--- src/rtl/systolic_pkg.sv ---
// Shared types and helpers for the systolic array front-end scheduler.
package systolic_pkg;

  typedef enum logic [1:0] {
    IDLE    = 2'd0,
    LOAD    = 2'd1,
    COMPUTE = 2'd2,
    DRAIN   = 2'd3
  } sched_state_t;

  // Lane-vector pattern: element i of an N-wide bus; modules re-declare it with their own parameters.
  localparam int unsigned DEF_MATRIX_SIZE = 2;
  localparam int unsigned DEF_DATA_SIZE   = 32;
  typedef logic [DEF_MATRIX_SIZE-1:0][DEF_DATA_SIZE-1:0] lane_vec_t;

  // Cycles after the last vector's first drain cycle until the tag pipelines are empty.
  function automatic int unsigned drain_depth(input int unsigned sum_latency, input int unsigned n);
    return sum_latency + n - 1;
  endfunction

endpackage

--- src/rtl/systolic_skew.sv ---
// Fixed-depth delay line used for lane skew and result tagging.
module systolic_skew #(
  parameter int unsigned DEPTH = 1,
  parameter int unsigned WIDTH = 1
) (
  input  logic             clk,
  input  logic             rst_n,
  input  logic [WIDTH-1:0] din,
  output logic [WIDTH-1:0] dout
);

  logic [WIDTH-1:0] pipe [DEPTH];

  always_ff @(posedge clk or negedge rst_n) begin
    if (!rst_n) begin
      for (int k = 0; k < int'(DEPTH); k++) pipe[k] <= '0;
    end else begin
      pipe[0] <= din;
      for (int k = 1; k < int'(DEPTH); k++) pipe[k] <= pipe[k-1];
    end
  end

  assign dout = pipe[DEPTH-1];

endmodule

--- src/rtl/systolic_scheduler.sv ---
// Weight-load / skewed-activation sequencer feeding a weight-stationary systolic array.
module systolic_scheduler
  import systolic_pkg::*;
#(
  parameter int unsigned MATRIX_SIZE = 2,
  parameter int unsigned DATA_SIZE   = 32,
  parameter int unsigned SUM_LATENCY = MATRIX_SIZE
) (
  input  logic                                   clk,
  input  logic                                   reset,
  input  logic                                   w_valid,
  output logic                                   w_ready,
  input  logic [MATRIX_SIZE-1:0][DATA_SIZE-1:0]  w_row,
  input  logic                                   d_valid,
  output logic                                   d_ready,
  input  logic [MATRIX_SIZE-1:0][DATA_SIZE-1:0]  d_vec,
  input  logic                                   d_last,
  output logic [MATRIX_SIZE-1:0][DATA_SIZE-1:0]  in_data,
  output logic [MATRIX_SIZE-1:0][DATA_SIZE-1:0]  in_weights,
  output logic [MATRIX_SIZE-1:0]                 load_weight,
  output logic [MATRIX_SIZE-1:0]                 enable_mult,
  output logic [MATRIX_SIZE-1:0]                 out_valid,
  output logic                                   busy
);

  localparam int unsigned N       = MATRIX_SIZE;
  localparam int unsigned CNT_W   = $clog2(N + 1);
  localparam int unsigned DRAIN_D = drain_depth(SUM_LATENCY, N);
  localparam int unsigned DCNT_W  = $clog2(DRAIN_D + 2);

  sched_state_t                      state, state_n;
  logic [CNT_W-1:0]                  row_cnt, row_cnt_n;
  logic [DCNT_W-1:0]                 drain_cnt, drain_cnt_n;
  logic                              w_ready_n, d_ready_n, busy_n;
  logic [N-1:0][DATA_SIZE-1:0]       in_weights_n;
  logic [N-1:0]                      load_weight_n;
  logic                              w_xfer, d_xfer;

  assign w_xfer = w_valid & w_ready & ((state == IDLE) | (state == LOAD));
  assign d_xfer = d_valid & d_ready & (state == COMPUTE);

  // Next state, counters and registered-output values.
  always_comb begin
    state_n       = state;
    row_cnt_n     = row_cnt;
    drain_cnt_n   = drain_cnt;
    in_weights_n  = '0;
    load_weight_n = '0;
    case (state)
      IDLE: begin
        if (w_xfer) begin
          row_cnt_n = CNT_W'(1);
          state_n   = (N == 1) ? COMPUTE : LOAD;
        end
      end
      LOAD: begin
        if (w_xfer) begin
          row_cnt_n = row_cnt + CNT_W'(1);
          if (row_cnt_n == CNT_W'(N)) state_n = COMPUTE;
        end
      end
      COMPUTE: begin
        if (d_xfer && d_last) begin
          state_n     = DRAIN;
          drain_cnt_n = DCNT_W'(DRAIN_D);
        end
      end
      DRAIN: begin
        if (drain_cnt == '0) state_n = IDLE;
        else                 drain_cnt_n = drain_cnt - DCNT_W'(1);
      end
      default: state_n = IDLE;
    endcase
    if (w_xfer) begin
      in_weights_n  = w_row;
      load_weight_n = '1;
    end
    w_ready_n = (state_n == IDLE) || (state_n == LOAD);
    d_ready_n = (state_n == COMPUTE);
    busy_n    = (state_n != IDLE);
  end

  always_ff @(posedge clk or negedge reset) begin
    if (!reset) begin
      state       <= IDLE;
      row_cnt     <= '0;
      drain_cnt   <= '0;
      w_ready     <= 1'b0;
      d_ready     <= 1'b0;
      busy        <= 1'b0;
      in_weights  <= '0;
      load_weight <= '0;
    end else begin
      state       <= state_n;
      row_cnt     <= row_cnt_n;
      drain_cnt   <= drain_cnt_n;
      w_ready     <= w_ready_n;
      d_ready     <= d_ready_n;
      busy        <= busy_n;
      in_weights  <= in_weights_n;
      load_weight <= load_weight_n;
    end
  end

  // Lane i carries {enable, data} delayed i+1 cycles; tags follow lane 0 by SUM_LATENCY + j.
  for (genvar i = 0; i < int'(N); i++) begin : g_lane
    logic [DATA_SIZE:0] lane_in, lane_out;

    assign lane_in = d_xfer ? {1'b1, d_vec[i]} : '0;

    systolic_skew #(.DEPTH(i + 1), .WIDTH(DATA_SIZE + 1)) u_data (
      .clk   (clk),
      .rst_n (reset),
      .din   (lane_in),
      .dout  (lane_out)
    );

    assign enable_mult[i] = lane_out[DATA_SIZE];
    assign in_data[i]     = lane_out[DATA_SIZE-1:0];

    systolic_skew #(.DEPTH(SUM_LATENCY + 1 + i), .WIDTH(1)) u_tag (
      .clk   (clk),
      .rst_n (reset),
      .din   (d_xfer),
      .dout  (out_valid[i])
    );
  end

endmodule

--- config.mk ---
export PLATFORM = sky130hd
export DESIGN_NAME = systolic_scheduler
export DESIGN_NICKNAME = d
export VERILOG_FILES = /design/src/rtl/systolic_pkg.sv /design/src/rtl/systolic_skew.sv /design/src/rtl/systolic_scheduler.sv
export SDC_FILE = /design/constraint.sdc
export NUM_CORES = 1
export LEC_CHECK = 0
export CAP_MARGIN = 40
export CORE_MARGIN = 1.5
export CORE_UTILIZATION = 30
export DETAILED_ROUTE_END_ITERATION = 8
export GPL_ROUTABILITY_DRIVEN = 0
export MAX_ROUTING_LAYER = met4
export PLACE_DENSITY = 0.7
export SLEW_MARGIN = 20
export SYNTH_ARGS = -nofsm -noshare
export SYNTH_HDL_FRONTEND = slang
export SYNTH_HIERARCHICAL = 1
export SYNTH_SLANG_ARGS = --single-unit
--- constraint.sdc ---
create_clock -name clk -period 3.03 [get_ports clk]
set_input_delay 0.4545 -clock clk [delete_from_list [all_inputs] [get_ports clk]]
set_output_delay 0.4545 -clock clk [all_outputs]
set_load 0.02 [all_outputs]
Word-level counts from Yosys, hierarchy flattened
Cells that the tools add are included.
{ "word_totals": {"regBits": 179, "in_bits": 133, "word_cells": 59} }
{ "classes": {"n_addsub": 2, "n_eq_ne": 10, "mux": 16, "bitwise_logic": 5, "n_reduce_logical": 10} }
{ "ops": {"columns": ["op", "n"], "rows": [
  ["33-bit two-way mux", 2],
  ["64-bit two-way mux", 1],
  ["2-bit two-way mux", 8],
  ["2-bit equality test (second input constant)", 4],
  ["2-bit case mux with 4 select lines", 1],
  ["3-bit two-way mux", 2],
  ["2-bit inequality test (second input constant)", 3],
  ["3-bit case mux with 2 select lines", 1],
  ["3-bit AND reduction", 2],
  ["2-bit nonzero test", 3],
  ["1-bit bitwise AND", 4],
  ["2-bit by 1-bit equality test with 1-bit output (second input constant)", 2],
  ["2-bit logical NOT", 2],
  ["2-bit case mux with 2 select lines", 1],
  ["3-bit logical NOT", 1],
  ["3-bit by 1-bit subtractor with 3-bit output (second input constant)", 1],
  ["2-bit by 1-bit adder with 2-bit output (second input constant)", 1],
  ["2-bit by 1-bit inequality test with 1-bit output (second input constant)", 1],
  ["1-bit logical AND", 1],
  ["1-bit logical OR", 1],
  ["1-bit OR", 1]
]} }

Longest topological paths before layout
Gate-level depths: netlist of the first run.
{ "depth": {"depth_word": 7, "mapped_depth": 5, "mapped_depth_nobuf": 5} }

Modules after synthesis
Netlist of the first run, hierarchy kept.
{ "modules_own_cells": {"columns": ["module", "n_inst", "cells_per_inst", "area_each_um2"], "rows": [
  ["systolic_scheduler", 1, 253, 2982.9],
  ["systolic_skew (g_lane[1].u_data)", 1, 99, 1899.3],
  ["systolic_skew (g_lane[0].u_data)", 1, 33, 825.8],
  ["systolic_skew (g_lane[1].u_tag)", 1, 4, 100.1],
  ["systolic_skew (g_lane[0].u_tag)", 1, 3, 75.1]
]} }

Worst setup path after synthesis of the first run
Ideal clock, no wire load.
{ "synth_timing": {"path_kind": "register to register", "from": "register w_ready", "to": "register row_cnt[0]", "setup_time_ns": 0.125, "arrival_time_ns": 1.219, "required_time_ns": 2.905, "setup_slack_ns": 1.687, "stages_incl_launch_ff": 5, "path_buffers": 1, "cell_sequence": "dfrtp_1 > nand2_1 > nor2_1 > buf_2 > mux2_2"} }
{ "synth_between": {"elab_chain_len": 4, "word_cells_on_any_way": 5, "classes_between": "2 x eq/ne; 2 x bitwise; 1 x reduce/logical"} }
{ "synth_rtl": {"columns": ["element", "line_no", "text"], "rows": [
  ["start: declaration", "systolic_scheduler.sv:12", "output logic w_ready,"],
  ["start signal: assignment", "systolic_scheduler.sv:97", "w_ready <= w_ready_n;"],
  ["1-bit bitwise AND (*) (2 in a row)", "systolic_scheduler.sv:39", "assign w_xfer = w_valid & w_ready & ((state == IDLE) | (state == LOAD));"],
  ["2-bit inequality test (no line)", null, null],
  ["3-bit AND reduction (no line) (*)", null, null],
  ["end signal: assignment", "systolic_scheduler.sv:95", "row_cnt <= row_cnt_n;"],
  ["end: declaration", "systolic_scheduler.sv:32", "logic [CNT_W-1:0] row_cnt, row_cnt_n;"]
]} }
Mark *: on every way between the ends. The rest lies on a longest branch, timed or not.
A chain may end at the register's enable or synchronous reset.

Final worst setup path of the first run
{ "layout_timing": {"from": "register w_ready", "to": "output w_ready"} }
No word-level cell between the ends.

==> key figures, run 1 <==
Critical path
  • Slowest stage cell on the critical path: clkdlybuf4s50_1
  • Setup crit start kind: register
  • CP Buf/Inv Count: 1
  • Max incr delay on CP: 0.66 ns
  • CP Data Arrival Time: 1.48 ns
  • Critical Path RT: 2.58 ns
  • Critical path's top delay family: buffers and inverters
  • Setup CP Type: register to output pin
  • CP endpoint kind: output pin
  • Crit-path cells: clkdlybuf4s50_1
  • Worst Path Max Fanout: 4

Routing
  • Initial DRC Count: 145
  • Vias: 3571
  • Antenna-violating nets left: 0
  • Vias per cell: 3.89
  • Wirelength per Cell: 14.5 um
  • DRC errors left: 0
  • Pre-antenna DRT Iters: 4
  • Aggregate routed wire length: 13300 um

Final layout
  • Final cell count without fillers: 918
  • Fraction of layout cells with a size suffix above 1: 6.44%
  • Leading cell types in the layout, fill and taps excluded: clkdlybuf4s50_1 (268), dfrtp_1 (181), and2_1 (131)
  • Post-route cell area: 0.00926 mm^2
  • Register cell area after layout: 0.00453 mm^2
  • Syn-to-layout area delta: 57.4%
  • Fin nets: 775
  • Area of the multi-input gates: 0.00102 mm^2
  • Most common cell after layout, fill and taps aside: clkdlybuf4s50_1
  • Fillers: 1689
  • Final Util: 47.9%

Floorplanning
  • # IOs: 270
  • Initial core utilization: 30.4%
  • Die Height: 143 um
  • # rows: 51
  • Core ar.: 0.0193 mm^2
  • Die Wd: 143 um
  • Die ar.: 0.0205 mm^2

Global routing
  • Largest net degree at the start of global routing: 57
  • Total grt overflow: 0
  • First-pass GRT wire length: 20200 um
  • GRT Util Overall: 13.6%
  • Initial antenna violation count: 1
  • Number of global-route vias before repair: 3805

Synth
  • Yosys reg bits: 181
  • Post-synthesis sequential area ratio: 77.0%
  • Post-Syn Area per Cell: 15.0 um^2
  • Syn nets: 528
  • Cell variety after synth: 24
  • Cell count after synthesis: 392
  • Mapped Area: 0.00588 mm^2
  • Synth warn: 6

Clock network
  • CTS Buf Count: 17
  • Post-CTS Setup Bufs: 0
  • # clock sinks: 181
  • CTS clk-pin slew, worst paths: 0.07 ns
  • Latest clock arrival within the worst-skew pair: 0.42 ns
  • Root Buffer: clkbuf_16
  • CTS resizes: 0
  • CTS max path bufs: 2
  • CTS Hold Bufs: 1
  • Max H-tree Level: 4
  • CTS tree: built

Run
  • Maxcap violations: 0

STA
  • Period minus WS final: 1.93 ns
  • Fin Setup TNS: 0 ns
  • Period utilization: 63.7%
  • Rel. slew slack: 61.3%
  • RSZ-0062 raised after global routing: no
  • Final Max Tran Viols: 0
  • Max Clock Skew: 0.0115 ns
  • Worst-Margin Slew: 0.579 ns
  • Hold Vio Cnt, Final: 0
  • Fmax: 0.518 GHz
  • Final setup viols: 0

Power
  • Pleak: 4.27 nW
  • Total chip power: 6.56 mW
  • VDD IR-drop max: 0.341 mV
  • Power per cell area: 708 mW/mm^2

Worst hold path
  • Worst min-delay path category: register to register

Place
  • IO buf count: 269
  • Placed Cells: 884
  • Post-DP HPWL: 9610 um
  • Dpl cell area: 0.00865 mm^2

Status
  • Result of the run: finished clean
-- path summary, 6_finish.rpt --
check                                                   from                                   to  slack [ns]  cells past startpoint
hold / removal             g_lane[0].u_tag/pipe[1]$_DFF_PN0_       g_lane[0].u_tag/dout$_DFF_PN0_        0.34                      0
setup reg to reg                          state[0]$_DFF_PN0_  g_lane[0].u_data/dout[25]$_DFF_PN0_        1.31                      3
hold reg to reg            g_lane[0].u_tag/pipe[1]$_DFF_PN0_       g_lane[0].u_tag/dout$_DFF_PN0_        0.34                      0
setup / recovery                           w_ready$_DFF_PN0_                              w_ready        1.10                      1
min in group asynchronous                              reset  g_lane[0].u_data/dout[14]$_DFF_PN0_        0.58                      2
max in group asynchronous                              reset  g_lane[1].u_data/pipe[35]$_DFF_PN0_        1.69                      3
-- worst reg2reg max path, stage by stage, from the launching register on --
cell     delay (ns)
dfrtp_1        0.46
and4b_4        0.75
buf_4          0.30
and2_1         0.15
-- through the flow --
stage          worst slack [ns]  hold slack [ns]
6_report                   1.10            0.343
5_1_grt                    1.03            0.353
4_1_cts                    1.06            0.348
3_5_place_dp              0.765            0.335
3_3_place_gp              0.882            0.331
2_1_floorplan              1.69            0.159
-- layout make-up --
| class | count | area share [%] |
|---|---|---|
| well taps | 265 | 3.58 |
| inverters | 4 | 0.162 |
| diodes | 1 | 0.0270 |
| clock buffers | 18 | 4.63 |
| multi-input cells | 159 | 11.1 |
| clock inverters | 14 | 1.81 |
| repair buffers | 276 | 29.8 |
| flip-flops and latches | 181 | 48.9 |
-- state kept, by name (all words and copies together) (netlist names) --
signal              count
state                   2
d_ready                 1
in_weights             64
g_lane.u_tag/dout       2
g_lane.u_tag/pipe       5
w_ready                 1
g_lane.u_data/dout     66
g_lane.u_data/pipe     33
row_cnt                 2
busy                    1
load_weight             1
drain_cnt               3
-- report_power, final --
part | leakage [nW] | switching, mW | total [mW] | internal [mW]
Sequential | 2.48 | 0.139 | 2.89 | 2.75
Clock | 0.283 | 0.976 | 2.22 | 1.24
Combinational | 1.51 | 0.716 | 1.45 | 0.739
-- Yosys cell counts (all sizes together) --
master	number	area share (%)
dfrtp	181	77
and2	131	14
buf	37	4.7
clkbuf	11	0.79
a21oi	4	0.34
inv	4	0.26
nand2	4	0.26
nor2	4	0.26
ha	3	0.64
a221oi	2	0.30
a211oi	1	0.13
a22oi	1	0.13
a41oi	1	0.15
and4b	1	0.23
mux2	1	0.19
mux2i	1	0.17
nand2b	1	0.11
o21ai	1	0.085
or2	1	0.11
or2b	1	0.13
or4	1	0.13
-- kinds of logic after synthesis --
kind of cell               synth area share (%)
and+or+nand+nor                            15.1
buffers and inverters                      5.74
AOI/OAI and AO/OA                          1.13
DFF                                        77.0
muxes                                     0.362
adders and majority gates                 0.638
-- metal layers --
layer | GRT usage [%] | wire (um)
met1 | 15.6 | 5230
met2 | 21.8 | 6850
met3 | 4.26 | 960
met4 | 6.29 | 247
met5 | - | 0
Note: power is estimated with default switching activity, not from simulation.
==> inputs of run 2 (changes only) <==
--- a/config.mk
+++ b/config.mk
@@ -11,7 +11,7 @@
 export DETAILED_ROUTE_END_ITERATION = 8
 export GPL_ROUTABILITY_DRIVEN = 0
 export MAX_ROUTING_LAYER = met4
-export PLACE_DENSITY = 0.7
+export PLACE_DENSITY = 0.73
 export SLEW_MARGIN = 20
 export SYNTH_ARGS = -nofsm -noshare
 export SYNTH_HDL_FRONTEND = slang
==> constraint.sdc (replaced) <==
create_clock -name clk -period 1.65 [get_ports clk]
set_input_delay 0.2475 -clock clk [delete_from_list [all_inputs] [get_ports clk]]
set_output_delay 0.2475 -clock clk [all_outputs]
set_load 0.02 [all_outputs]
==> key figures, run 2 (synthesis results as in run 1) <==
Global routing
  • First-pass GRT wire length: 19600 um (-3.2%)
  • Largest net degree at the start of global routing: 66 (+16%)
  • Total grt overflow: 0 (unchanged)
  • Number of global-route vias before repair: 3698 (-2.8%)
  • Initial antenna violation count: 0 (-1)
  • GRT Util Overall: 13.4% (-0.21 points)

Place
  • Post-DP HPWL: 9490 um (-1.3%)
  • Dpl cell area: 0.00873 mm^2 (+0.93%)
  • IO buf count: 269 (unchanged)

Final layout
  • Max reg flops: 66 (unchanged)
  • Fraction of layout cells with a size suffix above 1: 6.88% (+0.44 points)
  • Syn-to-layout area delta: 60.2%
  • Final Util: 48.8% (+0.86 points)
  • Leading cell types in the layout, fill and taps excluded: clkdlybuf4s50_1 (191), dfrtp_1 (181), and2_1 (131)
  • Post-route cell area: 0.00943 mm^2 (+1.8%)
  • ANT cells: 0 (-1)
  • Fin nets: 777 (+0.26%)
  • Most common cell after layout, fill and taps aside: clkdlybuf4s50_1

STA
  • Hold Slack: 0.318 ns (-0.0253 ns)
  • Max Clock Skew: 0.00990 ns (-0.00163 ns)
  • Fmax: 0.621 GHz
  • Worst-Margin Slew: 0.376 ns (-0.203 ns)
  • Period utilization: 97.5%
  • RSZ-0062 raised after global routing: no
  • Rel. slew slack: 74.6% (+13 points)
  • Period minus WS final: 1.61 ns
  • Final setup viols: 0 (unchanged)
  • Final Max Tran Viols: 0 (unchanged)
  • Fin Setup TNS: 0 ns (unchanged)
  • Hold Vio Cnt, Final: 0 (unchanged)

Critical path
  • R2r startpoint: drain_cnt[0]$_DFFE_PN0P_
  • Slowest stage cell on the critical path: clkdlybuf4s50_1
  • Critical Path RT: 1.40 ns (-1.18 ns)
  • Setup crit start kind: register
  • Max incr delay on CP: 0.61 ns (-0.05 ns)
  • Critical path origin: g_lane[0].u_data/dout[28]$_DFF_PN0_
  • CP Buf/Inv Count: 1 (unchanged)
  • CP Data Arrival Time: 1.36 ns (-0.12 ns)
  • Worst Path Max Fanout: 1 (-3)
  • Setup CP Type: register to output pin
  • CP endpoint kind: output pin
  • Crit-path cells: clkdlybuf4s50_1
  • Critical path's top delay family: buffers and inverters

Power
  • VDD IR-drop max: 0.670 mV (+96%)
  • Reg power frac: 44.4% (+0.4 points)
  • Power Internal: 8.50 mW (+80%)
  • Clk pwr share: 33.5% (-0.3 points)
  • Combinational share of power: 22.2% (about the same)
  • P_sw: 3.42 mW (+87%)
  • Pleak: 5.33 nW (+25%)
  • Total chip power: 11.9 mW (+82%)
  • Switching part of the total: 28.7% (+0.75 points)
  • Power per cell area: 1260 mW/mm^2 (+78%)

Clock network
  • CTS clk-pin slew, worst paths: 0.07 ns (about the same)
  • Latest clock arrival within the worst-skew pair: 0.43 ns (about the same)
  • # clock sinks: 181 (unchanged)
  • Root Buffer: clkbuf_16
  • CTS tree: built
  • CTS max path bufs: 2 (unchanged)
  • Max H-tree Level: 4 (unchanged)
  • CTS Buf Count: 17 (unchanged)

Floorplanning
  • Initial core utilization: 30.4% (unchanged)
  • Core ar.: 0.0193 mm^2 (unchanged)
  • # rows: 51 (unchanged)
  • # IOs: 270 (unchanged)
  • Die Height: 143 um (unchanged)
  • Die Wd: 143 um (unchanged)
  • Die ar.: 0.0205 mm^2 (unchanged)

Routing
  • Aggregate routed wire length: 13200 um (-0.90%)
  • Pre-antenna DRT Iters: 4 (unchanged)
  • Vias: 3587 (+0.45%)
  • Antenna-violating nets left: 0 (unchanged)
  • Wirelength per Cell: 14.3 um (-1.0%)
  • Vias per cell: 3.90 (+0.34%)
  • Initial DRC Count: 119 (-18%)
  • DRC errors left: 0 (unchanged)

Status
  • Result of the run: finished clean

Worst hold path
  • Worst min-delay path category: input pin to async pin

Run
  • Maxcap violations: 0 (unchanged)
run 2: cell count changes in the layout (fill, tap and decap cells not counted), moves of 3 or more:
cell             previous run  this run
dlygate4sd2_1               0        25
buf_4                       5         2
dlymetal6s2s_1              0        52
clkdlybuf4s50_1           268       191
buf_12                      1         6
run 2: path summary, 6_finish.rpt:
check                      slack, ns                             endpoint  cells after the start
setup reg to reg                0.27             drain_cnt[2]$_DFFE_PN0P_                      4
hold / removal                  0.32    g_lane[1].u_tag/pipe[1]$_DFF_PN0_                      2
setup / recovery                0.04                          in_data[28]                      1
max in group asynchronous       0.75             in_weights[59]$_DFF_PN0_                      3
hold reg to reg                 0.35  g_lane[1].u_data/dout[32]$_DFF_PN0_                      0
min in group clk                0.35  g_lane[1].u_data/dout[32]$_DFF_PN0_                      0
run 2: final cells by class:
class	instances	area, um^2
repair buffers	278	2940
multi-input cells	159	1020
clock buffers	17	425
well taps	265	332
fillers	1690	9910
clock inverters	15	161
inverters	4	15.0
flip-flops and latches	181	4530
run 2: per-layer routing:
| layer | vias up | track usage [%] | wire [um] |
|---|---|---|---|
| li1 | 1670 | - | - |
| met5 | - | - | 0 |
| met3 | 15 | 4.56 | 997 |
| met4 | 0 | 5.59 | 222 |
| met2 | 156 | 22.2 | 7040 |
| met1 | 1746 | 14.8 | 4900 |
run 2: repair_timing:
| action | in CTS | in global routing |
|---|---|---|
| hold endpoints to repair | 35 | 0 |
| setup endpoints to repair | 25 | 52 |
| buffers inserted | 0 | 0 |
| hold buffers | 1 | 0 |
| pin swaps | 0 | 0 |
| resized for setup | 25 | 52 |
run 2: power by group through the flow:
| stage | logic, mW | clock network [mW] | registers, mW |
|---|---|---|---|
| after floorplan | 0.943 | 0 | 5.76 |
| final | 2.64 | 3.99 | 5.28 |
| after CTS | 2.72 | 4.15 | 5.30 |
| after global routing | 2.86 | 4.34 | 5.35 |
| after detailed placement | 2.79 | 0 | 5.39 |
| after global placement | 2.74 | 0 | 5.36 |
run 2: through the flow:
step | setup WS (ns) | cells
3_5_place_dp | 0.129 | 886
2_1_floorplan | 0.307 | 392
6_report | 0.0409 | 919
5_1_grt | 0.0000677 | 919
3_3_place_gp | 0.179 | 886
4_1_cts | 0.000603 | 919
==> inputs of run 3 (changes only) <==
--- a/config.mk
+++ b/config.mk
@@ -8,6 +8,7 @@
 export CAP_MARGIN = 40
 export CORE_MARGIN = 1.5
 export CORE_UTILIZATION = 30
+export CTS_CLUSTER_DIAMETER = 120
 export DETAILED_ROUTE_END_ITERATION = 8
 export GPL_ROUTABILITY_DRIVEN = 0
 export MAX_ROUTING_LAYER = met4
==> results of run 3 <==
Same layout as run 2: the final DEF is identical, and so are final timing and power.
